==> config.mk <==
export PLATFORM = sky130hd
export DESIGN_NAME = policy_shuffler
export DESIGN_NICKNAME = d
export VERILOG_FILES = /design/src/rtl/policy_shuffler.sv
export SDC_FILE = /design/constraint.sdc
export NUM_CORES = 1
export LEC_CHECK = 0
export CAP_MARGIN = 25
export CELL_PAD_IN_SITES_DETAIL_PLACEMENT = 0
export CELL_PAD_IN_SITES_GLOBAL_PLACEMENT = 1
export CORE_MARGIN = 3
export CORE_UTILIZATION = 35
export DETAILED_ROUTE_END_ITERATION = 8
export PLACE_DENSITY_LB_ADDON = 0.1
export RECOVER_POWER = 100
export SKIP_LAST_GASP = 1
export SYNTH_ARGS = -nofsm -noshare
export SYNTH_HDL_FRONTEND = slang
export SYNTH_SLANG_ARGS = --single-unit
==> constraint.sdc <==
create_clock -name clk -period 12.45 [get_ports clk]
set_input_delay 1.245 -clock clk [delete_from_list [all_inputs] [get_ports clk]]
set_output_delay 1.245 -clock clk [all_outputs]
set_load 0.01 [all_outputs]
==> src/rtl/policy_shuffler.sv <==
// In-place Fisher-Yates shuffle of a 17-bit deck driven by an 8-bit Fibonacci LFSR.
// Define SNPU_DOUBLE_PASS_EN to run two back-to-back passes per start (LFSR not reseeded between passes).
module policy_shuffler (
  input  logic        clk,
  input  logic        rst_n,
  input  logic        start,
  input  logic [4:0]  n_cards,
  input  logic [16:0] deck_in,
  input  logic        seed_load,
  input  logic [7:0]  seed,
  output logic [16:0] deck_out,
  output logic        busy,
  output logic        done,
  output logic [4:0]  ones_count
);

  typedef enum logic [1:0] {IDLE, SWAP, DONE} state_t;

  state_t      state_q, state_d;
  logic [16:0] deck_q, deck_d;
  logic [7:0]  lfsr_q, lfsr_d;
  logic [4:0]  i_q, i_d;
  logic [12:0] prod;
  logic [4:0]  j;
  logic [7:0]  lfsr_step;
`ifdef SNPU_DOUBLE_PASS_EN
  logic        pass_q, pass_d;
  logic [4:0]  n_q, n_d;
`endif

  assign prod      = {5'd0, lfsr_q} * ({8'd0, i_q} + 13'd1);
  assign j         = prod[12:8];
  assign lfsr_step = {lfsr_q[6:0], lfsr_q[7] ^ lfsr_q[5] ^ lfsr_q[4] ^ lfsr_q[3]};

  always_comb begin
    state_d = state_q;
    deck_d  = deck_q;
    lfsr_d  = lfsr_q;
    i_d     = i_q;
`ifdef SNPU_DOUBLE_PASS_EN
    pass_d  = pass_q;
    n_d     = n_q;
`endif
    case (state_q)
      IDLE: begin
        if (seed_load) lfsr_d = (seed == 8'd0) ? 8'h01 : seed;
        if (start) begin
          deck_d = deck_in;
          i_d    = n_cards - 5'd1;
`ifdef SNPU_DOUBLE_PASS_EN
          pass_d = 1'b0;
          n_d    = n_cards;
`endif
          // Degenerate sizes bypass SWAP so the LFSR is left untouched.
          if (n_cards < 5'd2 || n_cards > 5'd17) state_d = DONE;
          else                                   state_d = SWAP;
        end
      end
      SWAP: begin
        deck_d[i_q] = deck_q[j];
        deck_d[j]   = deck_q[i_q];
        lfsr_d      = lfsr_step;
        i_d         = i_q - 5'd1;
        if (i_q == 5'd1) begin
`ifdef SNPU_DOUBLE_PASS_EN
          if (!pass_q) begin
            pass_d = 1'b1;
            i_d    = n_q - 5'd1;
          end else begin
            state_d = DONE;
          end
`else
          state_d = DONE;
`endif
        end
      end
      DONE:    state_d = IDLE;
      default: state_d = IDLE;
    endcase
  end

  always_ff @(posedge clk or negedge rst_n) begin
    if (!rst_n) begin
      state_q <= IDLE;
      deck_q  <= 17'd0;
      lfsr_q  <= 8'h01;
      i_q     <= 5'd0;
`ifdef SNPU_DOUBLE_PASS_EN
      pass_q  <= 1'b0;
      n_q     <= 5'd0;
`endif
    end else begin
      state_q <= state_d;
      deck_q  <= deck_d;
      lfsr_q  <= lfsr_d;
      i_q     <= i_d;
`ifdef SNPU_DOUBLE_PASS_EN
      pass_q  <= pass_d;
      n_q     <= n_d;
`endif
    end
  end

  assign deck_out = deck_q;
  assign busy     = (state_q == SWAP);
  assign done     = (state_q == DONE);

  always_comb begin
    ones_count = 5'd0;
    for (int k = 0; k < 17; k++) ones_count = ones_count + {4'd0, deck_q[k]};
  end

endmodule

==> results of run 1 <==
[stage by stage]
stage,utilization,setup WS (ns),cell area (sq um)
finish,0.4259,4.375,5461
global route,0.4259,3.826,5461
CTS,0.4279,4.885,5488
detailed placement,0.4165,4.867,5341
global placement,0.4165,5.123,5341
floorplan,-,6.410,4653
[area by class of cell]
class                           instances  area [sq um]
Inverter                               51         191.4
Fill cell                            1318          7363
Tap cell                              172         215.2
Multi-Input combinational cell        449          3495
Clock buffer                            8         146.4
Timing Repair Buffer                   63         611.8
Sequential cell                        32         802.0
[worst max-delay path, cell delays in order (launching register included)]
cell and delay [ns]:
sky130_fd_sc_hd__dfrtp_1 0.85, sky130_fd_sc_hd__ha_1 0.41, sky130_fd_sc_hd__nand3_1 0.16, sky130_fd_sc_hd__xnor2_1 0.56, sky130_fd_sc_hd__and2_0 0.24, sky130_fd_sc_hd__fa_1 0.45
sky130_fd_sc_hd__fa_1 0.54, sky130_fd_sc_hd__inv_1 0.05, sky130_fd_sc_hd__fa_1 0.53, sky130_fd_sc_hd__inv_1 0.04, sky130_fd_sc_hd__ha_1 0.40, sky130_fd_sc_hd__o21ai_0 0.38
sky130_fd_sc_hd__o2bb2ai_1 0.22, sky130_fd_sc_hd__a21oi_2 0.06, sky130_fd_sc_hd__xnor2_1 0.81, sky130_fd_sc_hd__mux2_2 0.43, sky130_fd_sc_hd__o22ai_2 0.14, sky130_fd_sc_hd__o21ai_0 0.16
sky130_fd_sc_hd__a32oi_1 0.71, sky130_fd_sc_hd__and2_0 0.56, sky130_fd_sc_hd__a41oi_2 0.18
[state kept, by name (all words and copies together), names as in the netlist]
name      flops
deck_out     17
lfsr_q        8
i_q           5
state_q       2
[synthesized netlist by cell type (all sizes together), types with 7 or more instances]
| cell type | number | area, sq um |
|---|---|---|
| a31oi | 8 | 50.05 |
| ha | 28 | 350.3 |
| nor2b | 11 | 68.82 |
| a22oi | 14 | 105.1 |
| nor2 | 42 | 162.6 |
| and2 | 29 | 181.4 |
| dfrtp | 31 | 775.7 |
| a21oi | 31 | 162.7 |
| nand3 | 8 | 40.04 |
| mux2i | 10 | 103.9 |
| nor3 | 19 | 95.09 |
| fa | 34 | 680.7 |
| clkbuf | 29 | 108.9 |
| nand2 | 63 | 241.5 |
| o21ai | 31 | 158.9 |
| a21o | 7 | 52.55 |
| inv | 51 | 191.4 |
| xnor2 | 13 | 113.9 |
[logic make-up (layout without fill, tap and decap cells)]
logic type,count (synthesis),count (layout),share of synthesized area
buffers and inverters,83,122,0.07018
adder cells (fa/ha/maj),62,62,0.2216
AND/OR/NAND/NOR,204,204,0.2245
XOR/XNOR,18,18,0.03388
multiplexers,17,17,0.04974
flip-flops,32,32,0.1724
AO/OA/AOI/OAI,148,148,0.2278
[path summary, 6_finish.rpt]
path	start	end	slack, ns
hold reg to reg	lfsr_q[0]$_DFFE_PN1P_	lfsr_q[0]$_DFFE_PN1P_	0.57
min in group asynchronous	rst_n	deck_out[11]$_DFFE_PN0P_	2.03
max in group asynchronous	rst_n	lfsr_q[3]$_DFFE_PN0P_	9.31
setup reg to reg	i_q[0]$_DFFE_PN0P_	deck_out[2]$_DFFE_PN0P_	4.38
setup / recovery	i_q[0]$_DFFE_PN0P_	deck_out[2]$_DFFE_PN0P_	4.38
hold / removal	lfsr_q[0]$_DFFE_PN1P_	lfsr_q[0]$_DFFE_PN1P_	0.57
[routing by layer]
metal  global-route usage  wire length (um)  share of wire
met5                    0                 0              0
met4              0.04202               161          0.011
met3              0.02844               856          0.060
met2               0.3161              6520           0.46
met1               0.2955              6708           0.47
==> results.txt, run 1 <==
The run finished, with violations left. The checks that failed: max-capacitance violations, max-slew violations. Effective utilization at floorplan: 0.3628. The total overflow left after global routing is 0. The final count of pins violating max slew was 33; the register clock-pin slew on the reported worst setup and hold paths was 0.05 ns.

The post-route clock skew came out at 0.006343 ns. Timing would allow up to 0.1238 GHz. The region available for standard cell placement spans 0.01282 sq mm. Excluding fillers, the count of instances in the completed layout stands at 775. In the layout the commonest cells are 61 x sky130_fd_sc_hd__nand2_1, 51 x sky130_fd_sc_hd__inv_1, 40 x sky130_fd_sc_hd__nor2_1, 34 x sky130_fd_sc_hd__fa_1, 31 x sky130_fd_sc_hd__dfrtp_1. Clock tree synthesis selected as its root buffer the cell sky130_fd_sc_hd__clkbuf_16. The count of nets left with antenna violations once routing finished came out at 0. Relative slew slack: -0.2707.

The tools report the arrival time at the worst endpoint as 8.18 ns. From synthesis to final layout, the design area changed by 17.37%. TritonCTS built the clock tree.

The mapped netlist covers 0.004653 sq mm. The largest net degree at the start of global routing is 33. For this design, the sink count on the clock tree is 32. The run gives 0.1724 as the sequential element share of the synthesized area. Detailed placement finished with a half-perimeter wire length of 11110 um.

The library cell used most frequently in the layout, excluding fill and tap cells, is sky130_fd_sc_hd__nand2_1. The tools report the total setup buffers inserted after CTS as 0. After detailed placement, the design holds a cell count of 766. In this run, synthesis produced a sequential element count of 32.

The first routing iteration left 306 violations. For the total DRC errors in the routed layout, the log shows 0. The worst path needs 8.075 ns of the cycle, external delays included.

The run gives 5 as the number of buffers inserted during clock tree synthesis. The kind of path behind the tightest hold check was reg2reg. The tools report the number of buffers inserted for hold repair after clock tree synthesis as 0. The count of flip-flops with a built-in enable after synthesis is 0, and the number of distinct library cells after synthesis is 72. Final hold analysis gives a worst-case slack of 0.5672 ns. At the end of routability-driven placement, the weighted congestion stood at 0.9267. After routing, the total negative slack on setup checks comes to 0 ns. For the number of cells upsized or downsized after cts, the log shows 0.

The number of diodes added for antenna fixing was 0; the data required time at the worst endpoint was 12.55 ns. The hold violation total from the final report is 0. The clock passes through at most 2 buffers. The total of buffers placed on input and output ports was 57; the net count reported at finish was 698. Latest clock arrival within the worst-skew pair: 0.28 ns. Post-detailed-route via-to-cell ratio: 5.643. The critical setup path kind was reg2reg. The final route contains 4373 vias. The async set-reset flop share out of synthesis came out at 1.000.

For the number of placement rows, the log shows 41. Measured in cells, the most critical reg-to-reg path has a length of 20. For the number of max-cap violations, the log shows 1.

For this run, the leading register cell type out of synthesis is sky130_fd_sc_hd__dfrtp_1. The tools report the number of setup violations in the final report as 0. The share of cells above drive strength 1 works out to 0.05638. For the top-level port count, the log shows 58. Largest fanout on the critical path: 17. The logs give 0.2015 for the global-route usage over all layers and 7 for the number of detailed-route iterations in the first pass. The die is 121.3 um tall. For this block, the routed nets add up to 14250 um of wire. Synthesis produced 564 cells. The slew at the pin closest to its max-slew limit was 1.906 ns; the number of H-tree levels was 2.

Number of global-route vias before repair: 4319. Dividing the synthesized area by the synthesized cell count gives 8.250 sq um. The horizontal die dimension was 121.3 um. The die covers 0.01471 sq mm. The logs give 660 for the total nets after synthesis and 23510 um for the wire length of the first global-routing pass.

The tools report the launching element type of the critical path as a flip-flop. The Yosys step of the flow raised 0 warnings. Setup repair after global routing left no endpoint under its margin. After detailed routing, the average wire length per cell comes to 18.38 um.

STA classifies the critical path endpoint as a flip-flop. The initial antenna violation count was 0; the cell depth of the worst hold path was 1. The fraction of the cycle the final worst path needs works out to 0.6486.
Power of run 1 is left out: the tool's default activity adds up to more than one toggle a clock period on the data nets, which glitch-free logic cannot reach.
==> run 2, diff against run 1 <==
clock period = 8.08 ns   (was 12.45 ns; I/O delays follow)
==> results.txt, run 2 (synthesis results as in run 1) <==
The tools report the number of H-tree levels as 2 (unchanged). The detailed-routed wire length on met2 was 6627 um (+1.6%). For the filler cell count in the final layout, the log shows 1329 (+0.83%). The share of cells above drive strength 1 came out at 0.04983 (-0.006551).

The path with the worst hold slack has its endpoint at lfsr_q[0]$_DFFE_PN1P_. Horizontal die dimension: 121.3 um (unchanged). The total setup buffers inserted after CTS was 0 (unchanged).

The number of cells on the worst reg-to-reg path works out to 20 (unchanged). For the largest net degree at the start of global routing, the log shows 33 (unchanged). For the net count reported at finish, the log shows 697 (-0.14%). The shortest period the worst path allows works out to 7.280 ns (-0.7944 ns).

The tools report the area of the multi-input gates as 0.003486 sq mm (-0.25%). The final reports fail on max-capacitance violations, max-slew violations. For the total DRC errors in the routed layout, the log shows 0 (unchanged). Latest clock arrival within the worst-skew pair: 0.28 ns (about the same). For the final instance area, the log shows 0.005431 sq mm (-0.55%).

The tree is rooted in a sky130_fd_sc_hd__clkbuf_16. Routed signal wires occupy layers up through met4. The largest fanout on the critical path came out at 12 (-5).

The starting DRC count in detailed routing is 269 (-12%), and the worst-case register-to-register setup slack is 0.80 ns (-3.58 ns). The top cell types in the final layout, fill and taps aside, are 61 x sky130_fd_sc_hd__nand2_1, 51 x sky130_fd_sc_hd__inv_1, 40 x sky130_fd_sc_hd__nor2_1, 34 x sky130_fd_sc_hd__fa_1, 31 x sky130_fd_sc_hd__dfrtp_1. The logs give 5 (-2) for the number of detailed-route iterations in the first pass and 58 (unchanged) for the top-level port count.

For the number of buffers inserted during clock tree synthesis, the log shows 5 (unchanged). The post-detailed-route via-to-cell ratio works out to 5.516 (-2.3%). Cell depth of the worst hold path: 1 (unchanged).

The placed cell count is 766 (unchanged). The run gives 0 (unchanged) as the number of diodes added for antenna fixing. The wire length of the first global-routing pass is 23790 um (+1.2%). The endpoint identified for the worst register-to-register timing path is deck_out[2]$_DFFE_PN0P_. For the detailed-route via count, the log shows 4269 (-2.4%). The post-detailed-placement half-perimeter wirelength was 11250 um (+1.2%).

The run gives 0.1374 GHz (+11%) as the peak clock frequency supported by timing. The number of buffers inserted for hold repair after clock tree synthesis is 0 (unchanged). Startpoint of the worst register-to-register path: i_q[1]$_DFFE_PN0P_. The flip-flop count of the largest register after layout came out at 17 (unchanged). The arrival time at the worst endpoint came out at 7.37 ns (-0.81 ns). Leaving out fill and tap cells, the most frequent cell in the layout is sky130_fd_sc_hd__nand2_1.

The logs give 0 (unchanged) for the hold violation total from the final report and 0.2039 (+0.002421) for the global-route usage over all layers. The tools report the area enclosed by the die boundary as 0.01471 sq mm (unchanged). The sequential cell area in the final layout is 802.0 sq um (unchanged). The final count of pins violating max slew came out at 33 (unchanged). STA classifies the critical path startpoint as a flip-flop. Relative to the synthesized area, the layout overhead comes to 16.72%. The aggregate routed wire length is 14370 um (+0.84%). The critical setup path kind was reg2reg. The tools report the number of global-route vias before repair as 4380 (+1.4%). The area of the core was 0.01282 sq mm (unchanged).

The initial antenna violation count was 0 (unchanged). The relative slew slack is -0.2957 (-0.02503). The post-route non-filler standard cell count was 774 (-0.13%). The logs give 8.17 ns (-4.38 ns) for the data required time at the worst endpoint and 1 (unchanged) for the number of max-cap violations. The average detailed-routed wire length per instance works out to 18.56 um (+0.97%). The antenna violation net count after detailed routing came out at 0 (unchanged). The final weighted congestion in routability-driven placement is 0.9403 (+1.5%). The fraction of the cycle the final worst path needs came out at 0.9010 (+0.2525).

The number of placement rows was 41 (unchanged); the slew at the pin closest to its max-slew limit was 1.944 ns (+0.03754 ns). The run finished, with violations left. The largest buffer count on any clock path is 2 (unchanged). Setup repair after global routing left no endpoint under its margin.

The path class of the tightest hold or removal check is reg2reg. The post-route clock skew was 0.005896 ns (-0.0004468 ns). The total negative setup slack came out at 0 ns (unchanged).

The run gives 689 um (-20%) as the detailed route wirelength on metal3. Wire length on met1: 6899 um (+2.8%). The standard cell area after detailed placement was 0.005341 sq mm (unchanged); the total of buffers placed on input and output ports was 57 (unchanged). TritonCTS built the clock tree. The register clock-pin slew on the reported worst setup and hold paths was 0.05 ns (about the same). The number of cells upsized or downsized after cts came out at 0 (unchanged). For the number of setup violations in the final report, the log shows 0 (unchanged). The tools report the kind of end point of the critical path as a flip-flop. For the final global-route overflow total, the log shows 0 (unchanged). The beginning of the worst hold path is lfsr_q[0]$_DFFE_PN1P_.

The logs give 0.3628 (unchanged) for the effective utilization at floorplan and 32 (unchanged) for the clock sink count. The die extent in y came out at 121.3 um (unchanged).
run 2: metal layers:
metal	track usage	vias up
met2	0.3261	118
li1	-	2066
met3	0.02751	15
met1	0.2966	2070
met4	0.03782	0
met5	0	-
run 2: how the worst max path moves through the flow:
stage / from / to / slack, ns / cells after the start
after floorplan: i_q[0]$_DFFE_PN0P_ / deck_out[7]$_DFFE_PN0P_ / 2.04 / 23
after global placement: i_q[1]$_DFFE_PN0P_ / deck_out[2]$_DFFE_PN0P_ / 1.12 / 20
after detailed placement: i_q[1]$_DFFE_PN0P_ / deck_out[2]$_DFFE_PN0P_ / 0.89 / 20
after CTS: i_q[1]$_DFFE_PN0P_ / deck_out[2]$_DFFE_PN0P_ / 0.86 / 20
after global routing: i_q[1]$_DFFE_PN0P_ / deck_out[2]$_DFFE_PN0P_ / 0.24 / 20
final: i_q[1]$_DFFE_PN0P_ / deck_out[2]$_DFFE_PN0P_ / 0.80 / 20
run 2: critical path, stage by stage (launching register included):
cell	delay [ns]
sky130_fd_sc_hd__dfrtp_1	0.56
sky130_fd_sc_hd__ha_1	0.37
sky130_fd_sc_hd__nand3_1	0.15
sky130_fd_sc_hd__xnor2_1	0.56
sky130_fd_sc_hd__and2_0	0.25
sky130_fd_sc_hd__fa_1	0.45
sky130_fd_sc_hd__fa_1	0.54
sky130_fd_sc_hd__inv_1	0.05
sky130_fd_sc_hd__fa_1	0.52
sky130_fd_sc_hd__inv_1	0.04
sky130_fd_sc_hd__ha_1	0.31
sky130_fd_sc_hd__or4_1	0.44
sky130_fd_sc_hd__a21oi_1	0.27
sky130_fd_sc_hd__a21oi_2	0.10
sky130_fd_sc_hd__xnor2_1	0.78
sky130_fd_sc_hd__mux2_2	0.42
sky130_fd_sc_hd__o22ai_1	0.18
sky130_fd_sc_hd__o21ai_2	0.11
sky130_fd_sc_hd__a32oi_4	0.38
sky130_fd_sc_hd__and2_1	0.39
sky130_fd_sc_hd__a41oi_1	0.18
run 2: per-stage QoR:
step / util / worst slack, ns / hold WS (ns)
finish: 0.4235 / 0.7997 / 0.5648
global placement: 0.4165 / 1.122 / 0.5570
detailed placement: 0.4165 / 0.8898 / 0.5591
CTS: 0.4271 / 0.8553 / 0.5665
floorplan: - / 2.040 / 0.5124
global route: 0.4235 / 0.2430 / 0.5894
run 2: area by class of cell:
class	count	share of cell area
Clock buffer	8	0.02511
Timing Repair Buffer	62	0.1106
Multi-Input combinational cell	449	0.6418
Tap cell	172	0.03962
Inverter	51	0.03525
Sequential cell	32	0.1477
Power of run 2 is left out for the same reason.
==> run 3, diff against run 2 <==
CTS_CLUSTER_SIZE = 28   (was not set)
==> results of run 3 <==
Same layout as run 2: the final DEF is identical, and so are final timing and power.
Power of run 3 is left out for the same reason.
==> RTL change 1: new RTL, flow settings as in run 2 <==
The 3 states of `state_t` get a one-hot encoding in 3 bits.
--- a/src/rtl/policy_shuffler.sv
+++ b/src/rtl/policy_shuffler.sv
@@ -16,3 +16,3 @@
 
-  typedef enum logic [1:0] {IDLE, SWAP, DONE} state_t;
+  typedef enum logic [2:0] {IDLE = 3'b001, SWAP = 3'b010, DONE = 3'b100} state_t;
 
Function: no difference found for any inputs over 4 cycles, from zero or initial values and one cycle with rst_n low; so few cycles prove little.
==> RTL change 1 against run 2 <==
The run still ends with capacitance limit, slew limit left; sequential cell count up 1; design area is 0.18% higher; synthesized area fell by 0.97%; setup slack improved by 410 ps; wire length grew 4.5%; first-iteration DRC count is 46% higher; via count grew 4.8%.
Power is left out: the tool's default activity adds up to more than one toggle a clock period on the data nets, which glitch-free logic cannot reach.
==> RTL change 1: results (changes against run 2) <==
outcome:
  status: "complete, but fails checks"
  failed_checks: "capacitance limit, slew limit"
logic_synthesis:
  synth_xor_area_share_pct: 3.77  # +0.39 points
  synthTopCellsByCount: "87 x nand2_1, 55 x inv_1, 46 x nor2_1"
  synth.distinct_cells: 64  # -11%
  synth_compound_area_share_pct: 21.4  # -1.4 points
  synth_nets: 676  # +2.4%
  synth.area.top_cells: "dfrtp_1 17%, fa_1 15%, ha_1 7.6%, nand2_1 7.1%, inv_1 4.5%"
  synthAdderAreaFrac_pct: 22.4  # +0.22 points
  synthMuxAreaShare_pct: 3.58  # -1.4 points
  ys_seq_area_share_pct: 18.0  # +0.74 points
global_routing:
  grt_max_degree: 40  # +21%
  grt_pass1_vias: 4623  # +5.5%
  met1_usage_pct: 29.8  # +0.11 points
  grt_usage_pct: 21.4  # +0.97 points
  grt_use_met2_pct: 34.1  # +1.4 points
routing:
  drtIter0Drc: 392  # +46%
  via_per_inst: 5.66  # +2.5%
die:
  core_region_area_sq_um: 12700  # -0.80%
placement:
  gp_congestion: 0.893  # -5.0%
  dp_hpwl_um: 11400  # +1.8%
critical_path:
  crit_arrival_ps: 7040  # -330 ps
  cp_max_fo: 17  # +5
sta:
  finClkSkew_ps: 10.6  # +4.70 ps
  tightest_slew_ps: 1970  # +23.6 ps
  final-max-slew-violation-count: 74  # +120%
run:
  drv_cap: 2  # +1
layout:
  fin_nets: 714  # +2.4%
==> RTL change 1: routing by layer <==
layer | vias to the layer above | share of wire (%) | wire length, um
met4 | 0 | 2.8 | 423
li1 | 2098 | - | -
met2 | 160 | 46 | 6970
met3 | 30 | 5.0 | 748
met1 | 2186 | 46 | 6860
met5 | - | 0 | 0
==> RTL change 1: final timing paths <==
check / cells past startpoint / startpoint / slack, ps / end
worst max-delay path: 19 / i_q[0] / 1210 / deck_out[9]
min in group asynchronous: 2 / rst_n / 1610 / lfsr_q[3]
worst min-delay path: 1 / state_q[2] / 510 / state_q[2]
worst min register to register: 1 / state_q[2] / 510 / state_q[2]
worst max register to register: 19 / i_q[0] / 1210 / deck_out[9]
max in group asynchronous: 2 / rst_n / 5340 / deck_out[6]
==> RTL change 1: cell families (layout without fill, tap and decap cells) <==
logic type / count (synthesis) / in the layout
DFF: 33 / 33
adders and majority gates: 62 / 62
AOI/OAI and AO/OA: 141 / 141
muxes: 11 / 11
and+or+nand+nor: 229 / 229
xor gates and xnor gates: 19 / 19
buffers and inverters: 85 / 124
==> RTL change 1: metrics by stage <==
stage               utilization (%)  hold slack (ps)  std cells  area [sq um]  setup slack (ps)
floorplan                         -              459        580          4610              2390
global placement               41.6              488        783          5290              1590
detailed placement             41.6              511        783          5290              1530
CTS                            42.9              519        791          5460              1510
global route                   42.8              553        791          5440               642
finish                         42.8              510        791          5440              1210
==> RTL change 1: final cells by class <==
cell class | count | area (sq um)
Clock buffer | 7 | 143
Clock inverter | 1 | 30.0
Fill cell | 1321 | 7280
Inverter | 55 | 206
Multi-Input combinational cell | 462 | 3430
Sequential cell | 33 | 828
Tap cell | 172 | 215
Timing Repair Buffer | 61 | 593
==> RTL change 1: critical path, stage by stage (launching register included) <==
cell and delay [ps]:
dfrtp_1 750, ha_1 450, nand2_1 180, and2_0 300, nor2b_1 190, fa_1 470, fa_1 560, inv_1 60
fa_1 530, inv_1 50, ha_1 330, a211oi_1 440, o21ai_4 170, a211oi_1 510, or2_0 440, o2111ai_1 160
nand4_1 150, a211o_1 530, a31oi_1 200, o31a_1 270
==> RTL change 2: new RTL, config.mk and constraints of run 2 <==
Without the edit above. The option `SNPU_DOUBLE_PASS_EN` is turned on by a define.
--- a/src/rtl/policy_shuffler.sv
+++ b/src/rtl/policy_shuffler.sv
@@ -2,2 +2,4 @@
 // Define SNPU_DOUBLE_PASS_EN to run two back-to-back passes per start (LFSR not reseeded between passes).
+`define SNPU_DOUBLE_PASS_EN
+
 module policy_shuffler (
Formal check against the unedited RTL: not equivalent (Yosys sat finds a counterexample within 4 cycles, from zero or initial values and one cycle with rst_n low).
==> RTL change 2 against run 2 <==
Via count increased by 3.9%; design area increased by 5.2%; synthesized area increased by 5.6%; setup slack improved by 200 ps; wire length increased by 5.8%; clock skew decreased by 1.7 ps; worst hold slack got worse by 270 ps; the run still ends with capacitance limit, slew limit left; sequential cell count increased by 6; highest routed layer unchanged; die area increased by 5.3%.
Power is left out: the tool's default activity adds up to more than one toggle a clock period on the data nets, which glitch-free logic cannot reach.
==> RTL change 2: results (changes against run 2) <==
sta:
  final-max-slew-violation-count: 38  # +15%
  tightest_slew_ps: 2240  # +301 ps
  timing.final.crit_period_ps: 7080  # -197 ps
  finClkSkew_ps: 4.24  # -1.65 ps
routing:
  first_pass_iters: 5  # unchanged
  finalWirelength_um: 15200  # +5.8%
  via_per_inst: 5.63  # +2.1%
  drtIter0Drc: 293  # +8.9%
critical_path:
  cp_max_fo: 16  # +4
  slowest_delay_ps: 730  # -50 ps
  rrSetupSlack_ps: 1000  # +200 ps
  worst_path_max_delay_cell: "dfrtp_1"
  crit_end: "deck_out[13]"
  crit_arrival_ps: 7240  # -130 ps
  r2r_cells: 19  # -5.0%
  reg2reg_from: "i_q[0]"
clock_network:
  clockBufferDepth: 2  # unchanged
  cts_buffers: 5  # unchanged
  htree_levels: 2  # unchanged
  clk_pin_slew_ps: 60
  post-cts-setup-buffers: 0  # unchanged
logic_synthesis:
  synth_xor_area_share_pct: 6.55  # +3.2 points
  synthMuxAreaShare_pct: 5.22  # +0.25 points
  synthTopCellsByCount: "73 x nand2_1, 59 x inv_1, 40 x a21oi_1"
  synth.distinct_cells: 71  # -1.4%
  synth.area.top_cells: "dfrtp_1 19%, fa_1 14%, ha_1 7.4%, nand2_1 5.6%, inv_1 4.5%"
  synthAdderAreaFrac_pct: 21.2  # -0.91 points
  synth_compound_area_share_pct: 17.7  # -5.1 points
  async_reset_ff_share_pct: 100  # unchanged
  synth_nets: 665  # +0.76%
  ys_seq_area_share_pct: 19.4  # +2.1 points
hold_path:
  hold_class: "primary input to async pin"
global_routing:
  grt_pass1_wl_um: 24700  # +3.7%
  grt_max_degree: 39  # +18%
  grt_pass1_vias: 4528  # +3.4%
  grt_usage_pct: 19.7  # -0.72 points
run:
  drv_cap: 1  # unchanged
layout:
  num-fill-cells: 1388  # +4.4%
  fin_nets: 708  # +1.6%
  drive_gt1_share_pct: 5.39  # +0.41 points
  multi_input_area_sq_um: 3570  # +2.3%
placement:
  dp_hpwl_um: 11600  # +3.4%
  post-place-ws_ps: 961  # +71.7 ps
  gp_congestion: 0.854  # -9.2%
outcome:
  failed_checks: "capacitance limit, slew limit"
  status: "complete, but fails checks"
==> RTL change 2: cell types whose count changed after synthesis, sizes merged, moves of 7 or more <==
cell    change
a21oi       +9
a22oi      -11
clkbuf     -12
inv         +8
mux2i       -8
nand2      +11
nand3       +8
nor3        -7
o211ai      +8
xor2        +7
==> RTL change 2: how the worst min path moves through the flow <==
stage | end | slack (ps) | depth (start not counted)
after floorplan | n_q[4] | 470 | 2
after global placement | n_q[4] | 500 | 2
after detailed placement | n_q[4] | 500 | 2
after CTS | n_q[4] | 520 | 2
after global routing | deck_out[8] | 310 | 1
final | deck_out[8] | 300 | 1
==> RTL change 2: logic make-up after synthesis <==
logic type                 count (synthesis)
and+or+nand+nor                          214
AOI/OAI and AO/OA                        126
muxes                                     13
buffers and inverters                     85
xor gates and xnor gates                  29
DFF                                       38
adders and majority gates                 63
==> RTL change 2: routing by layer <==
metal  routed length (um)  track usage, %  up-vias  share of wire, %
li1                     -               -     2060                 -
met2                 7280            32.0      150                48
met1                 6900            27.7     2203                45
met3                  748            2.36       24               4.9
met5                    0               0        -                 0
met4                  265            5.35        0               1.7
==> RTL change 2: through the flow <==
stage | util (%) | area, sq um | instances
global placement | 41.2 | 5560 | 778
finish | 42.3 | 5720 | 788
floorplan | - | 4910 | 568
global route | 42.3 | 5720 | 788
CTS | 42.5 | 5740 | 786
detailed placement | 41.2 | 5560 | 778
==> RTL change 2: area by class of cell <==
type | count | area share (%)
Tap cell | 176 | 3.85
Inverter | 60 | 3.94
Clock buffer | 7 | 2.50
Timing Repair Buffer | 61 | 10.1
Multi-Input combinational cell | 445 | 62.4
Clock inverter | 1 | 0.525
Sequential cell | 38 | 16.7
